## src/rtl/hamming74_codec.sv

```systemverilog
// Hamming(7,4) SEC codec: independent registered encoder and decoder, plus a saturating corrected-word counter.
// Latency: one cycle on each path (strobe in at an edge, result and strobe out registered at that edge).
// Backpressure: none; every strobed word is accepted, and the outputs hold their last value while idle.
module hamming74_codec #(
    parameter int CNT_W = 16
) (
    input  logic             clk,
    input  logic             rst_n,
    input  logic             data_valid,
    input  logic [3:0]       data,
    output logic             encoded_valid,
    output logic [6:0]       encoded_data,
    input  logic             received_valid,
    input  logic [6:0]       received_data,
    output logic             decoded_valid,
    output logic [3:0]       decoded_data,
    output logic [2:0]       syndrome,
    output logic             error_detected,
    output logic [CNT_W-1:0] err_count,
    input  logic             err_count_clr
);

    logic [6:0] code_c;
    logic [2:0] syn_c;
    logic [6:0] flip_c;
    logic [6:0] corr_c;

    // Codeword layout {d3,d2,d1,p4,d0,p2,p1}, even parity; bit i is code position i+1.
    always_comb begin
        code_c[0] = data[0] ^ data[1] ^ data[3];
        code_c[1] = data[0] ^ data[2] ^ data[3];
        code_c[2] = data[0];
        code_c[3] = data[1] ^ data[2] ^ data[3];
        code_c[4] = data[1];
        code_c[5] = data[2];
        code_c[6] = data[3];
    end

    // Syndrome is the 1-based position of the flipped bit; flip that bit back when nonzero.
    always_comb begin
        syn_c[0] = received_data[0] ^ received_data[2] ^ received_data[4] ^ received_data[6];
        syn_c[1] = received_data[1] ^ received_data[2] ^ received_data[5] ^ received_data[6];
        syn_c[2] = received_data[3] ^ received_data[4] ^ received_data[5] ^ received_data[6];
        flip_c   = '0;
        if (syn_c != 3'd0) begin
            flip_c = 7'd1 << (syn_c - 3'd1);
        end
        corr_c = received_data ^ flip_c;
    end

    // Encoder output register: strobe follows data_valid, payload holds while idle.
    always_ff @(posedge clk or negedge rst_n) begin
        if (!rst_n) begin
            encoded_valid <= 1'b0;
            encoded_data  <= '0;
        end else begin
            encoded_valid <= data_valid;
            if (data_valid) begin
                encoded_data <= code_c;
            end
        end
    end

    // Decoder output register: data, syndrome and flag update together on an accepted word.
    always_ff @(posedge clk or negedge rst_n) begin
        if (!rst_n) begin
            decoded_valid  <= 1'b0;
            decoded_data   <= '0;
            syndrome       <= '0;
            error_detected <= 1'b0;
        end else begin
            decoded_valid <= received_valid;
            if (received_valid) begin
                decoded_data   <= {corr_c[6], corr_c[5], corr_c[4], corr_c[2]};
                syndrome       <= syn_c;
                error_detected <= (syn_c != 3'd0);
            end
        end
    end

    // Corrected-word counter: clear wins over increment, and it sticks at all-ones.
    always_ff @(posedge clk or negedge rst_n) begin
        if (!rst_n) begin
            err_count <= '0;
        end else if (err_count_clr) begin
            err_count <= '0;
        end else if (received_valid && (syn_c != 3'd0) && (err_count != {CNT_W{1'b1}})) begin
            err_count <= err_count + CNT_W'(1);
        end
    end

endmodule

```

## config.mk

```make
export PLATFORM = sky130hd
export DESIGN_NAME = hamming74_codec
export DESIGN_NICKNAME = d
export VERILOG_FILES = /design/src/rtl/hamming74_codec.sv
export SDC_FILE = /design/constraint.sdc
export NUM_CORES = 1
export LEC_CHECK = 0
export BUFFER_PORTS_ARGS = -buffer_cell sky130_fd_sc_hd__buf_4
export CORE_UTILIZATION = 30
export CTS_CLUSTER_SIZE = 40
export DETAILED_ROUTE_END_ITERATION = 12
export PLACE_DENSITY = 0.59
export SYNTH_ARGS = -nofsm -noshare
export SYNTH_HDL_FRONTEND = slang
export SYNTH_SLANG_ARGS = --single-unit
```

## constraint.sdc

```tcl
create_clock -name clk -period 5.8 [get_ports clk]
set_input_delay 1.16 -clock clk [delete_from_list [all_inputs] [get_ports clk]]
set_output_delay 1.16 -clock clk [all_outputs]
set_load 0.01 [all_outputs]
```

==> impl_results.md <==
* IO Port Bufs at 48
* Period utilisation layout at 59.2%
* Initial antenna violation count at 0
* Chip height at 79.3 um
* Crit. End Element: flop
* Setup_tns at 0 ns
* DP Area at 2210 um^2
* Final setup viols at 0
* First-iteration detailed-routing DRC count at 81
* Status: finished, final reports clean
* I/O pin cnt at 49
* Ys flop type: dfrtp_1
* WL per Instance at 13.0 um
* Post-synthesis sequential area ratio at 46.1%
* CP Launch Type: primary input
* Die Wd at 79.3 um
* Placed cells at 291
* Initial Util at 31.8%
* Final antenna-violating net count at 0
* Nets at 244
* EDFF count, synth at 0
* Peak supply drop at 0.125 mV
* Layout Cells excl Fill at 299
* Final instance area at 2290 um^2
* Top delay family on crit path: simple AND/OR/NAND/NOR gates
* Slowest stage delay, CP at 0.51 ns
* Number of global-route vias before repair at 1367
* GRT overflow at 0
* Post-CTS Setup Bufs at 0
* Clk_skew at 0.00455 ns
* H-tree lvl count at 2
* Site Rows at 27
* Asr flop ratio synth at 100%
* Worst EP required at 6.01 ns
* Final hold violations at 0
* Area of the core at 5640 um^2
* CTS resizes at 0
* # diodes at 0
* Synth Instances at 179
* Layout cells sized above 1 at 33.5%
* Area Overhead vs Synth at 28.1%
* Final Slew Violations at 0
* Yosys warns at 0
* P per Cell Area at 244 nW/um^2
* RSZ-0062 raised after global routing: false
* Dpl hpwl at 2850 um
* CTS Hold Buffers Added at 0
* Sink Count at 33
* Syn nets at 197
* Die area at 6290 um^2
* Clock root buffer: clkbuf_8
* CP arrival at 3.64 ns
* Total track usage at 13.8%
* Critical-path top delay cell: or4_1
* Crit-path cells: buf_4 > xnor2_1 > xnor2_1 > and2_1 > ha_1 > nand2b_1 > or4_1 > or4_1 > a21oi_1
* First-pass GRT wire length at 6670 um
* CTS Buf Count at 5
* Global placement routability congestion at 0.714
* Lkg Pwr at 1.01 nW
* Crit path time final at 3.44 ns
* Clock Path Buffers at 2
* Avg Cell Area, Syn at 10.0 um^2
* Total wire length at 3900 um
* Most frequent cells in the layout: buf_4, dfrtp_1, nor2_1, mux2_2, a21oi_1
* Unique masters post-synth at 33
* Commonest non-fill, non-tap cell in the layout: buf_4
* Iteration count of the initial detailed-routing pass at 4
* CTS tree: done
* #FFs+latches synth at 33
* Syn Std Cell Area at 1790 um^2
* Post-layout power at 0.000560 W
* Worst-Skew Late Latency at 0.28 ns
* DR vias/cell at 4.92
* Drc violations at 0
* Vias post-DR at 1470
* Worst-path maximum fanout at 6
* Worst-path clk slew at 0.07 ns
* Actual slew at the worst max-slew pin at 0.769 ns
* Maxcap violations at 0
* Kind of critical path: primary input to flop
* Buf/Inv on CP at 1
* Peak Freq at 0.291 GHz
* Hold Path Class: flop to flop
* Largest net degree at the start of global routing at 34
* Worst relative slew slack at 48.2%
## cells in the mapped netlist (all sizes together) (2+ instances only)
cell type   n  share of area (%)
nand2       5                1.0
buf         2               0.56
inv         5                1.0
mux2i       2                1.1
nand2b      4                1.4
o21ai       3               0.84
and4        2               0.98
a31oi       3                1.0
nor2b      10                3.5
a21oi      15                4.2
o31ai       6                2.5
or4         8                3.4
xnor2      13                6.4
nand3       6                2.0
ha          2                1.4
nand4       5                1.7
dfrtp      33                 46
clkbuf      7                1.5
mux2       17                 11
nor2       20                4.2
## power by group
| group | total [W] | leakage (nW) | internal, W | switching, W |
|---|---|---|---|---|
| Sequential | 0.000263 | 0.417 | 0.000250 | 0.0000133 |
| Combinational | 0.000130 | 0.549 | 0.0000650 | 0.0000649 |
| Clock | 0.000166 | 0.0450 | 0.0000831 | 0.0000832 |
| Total | 0.000560 | 1.01 | 0.000398 | 0.000161 |
## worst paths after layout
check | from | end | slack (ns) | cells past startpoint
min in group asynchronous | rst_n | encoded_data[5]$_DFFE_PN0P_ | 0.81 | 1
max in group asynchronous | rst_n | err_count[5]$_DFFE_PN0P_ | 4.68 | 1
setup reg to reg | err_count[0]$_DFFE_PN0P_ | err_count[0]$_DFFE_PN0P_ | 3.42 | 6
hold / removal | encoded_data[5]$_DFFE_PN0P_ | encoded_data[5]$_DFFE_PN0P_ | 0.51 | 1
hold reg to reg | encoded_data[5]$_DFFE_PN0P_ | encoded_data[5]$_DFFE_PN0P_ | 0.51 | 1
setup / recovery | received_data[6] | err_count[12]$_DFFE_PN0P_ | 2.36 | 9
## metrics by stage
stage	worst slack [ns]	hold slack (ns)	utilization, %
floorplan	2.38	0.549	-
global placement	2.14	0.493	39.2
detailed placement	2.09	0.501	39.2
CTS	2.38	0.518	40.7
global route	2.15	0.531	40.7
finish	2.36	0.511	40.7
## registers in the layout, summed over array words and instances (netlist names)
signal / cells
syndrome: 3
encoded_data: 7
err_count: 16
decoded_data: 4
encoded_valid: 1
error_detected: 1
decoded_valid: 1
## routing by layer
metal | wire length (um) | GRT usage, % | up-vias
met5 | 0 | 0 | -
li1 | - | - | 736
met1 | 1960 | 19.5 | 694
met3 | 204 | 4.25 | 2
met2 | 1720 | 19.4 | 38
met4 | 22 | 5.45 | 0
## cells by family after synthesis
logic type,after synthesis,share of synthesized area (%)
simple gates,67,20.9
xor+xnor,14,6.84
flops,33,46.1
mux,19,11.8
compound gates,30,9.85
buf+inv,14,3.14
fa+ha+maj,2,1.40
## cell type report
cell class / count / area [um^2]
multi-input combinational: 132 / 910
clock buffer: 6 / 72.6
timing repair buffer: 49 / 368
clock inverter: 2 / 10.0
inverter: 5 / 18.8
tap: 72 / 90.1
sequential: 33 / 826
fill: 583 / 3350
No activity file was read; power rests on OpenSTA's default activity.
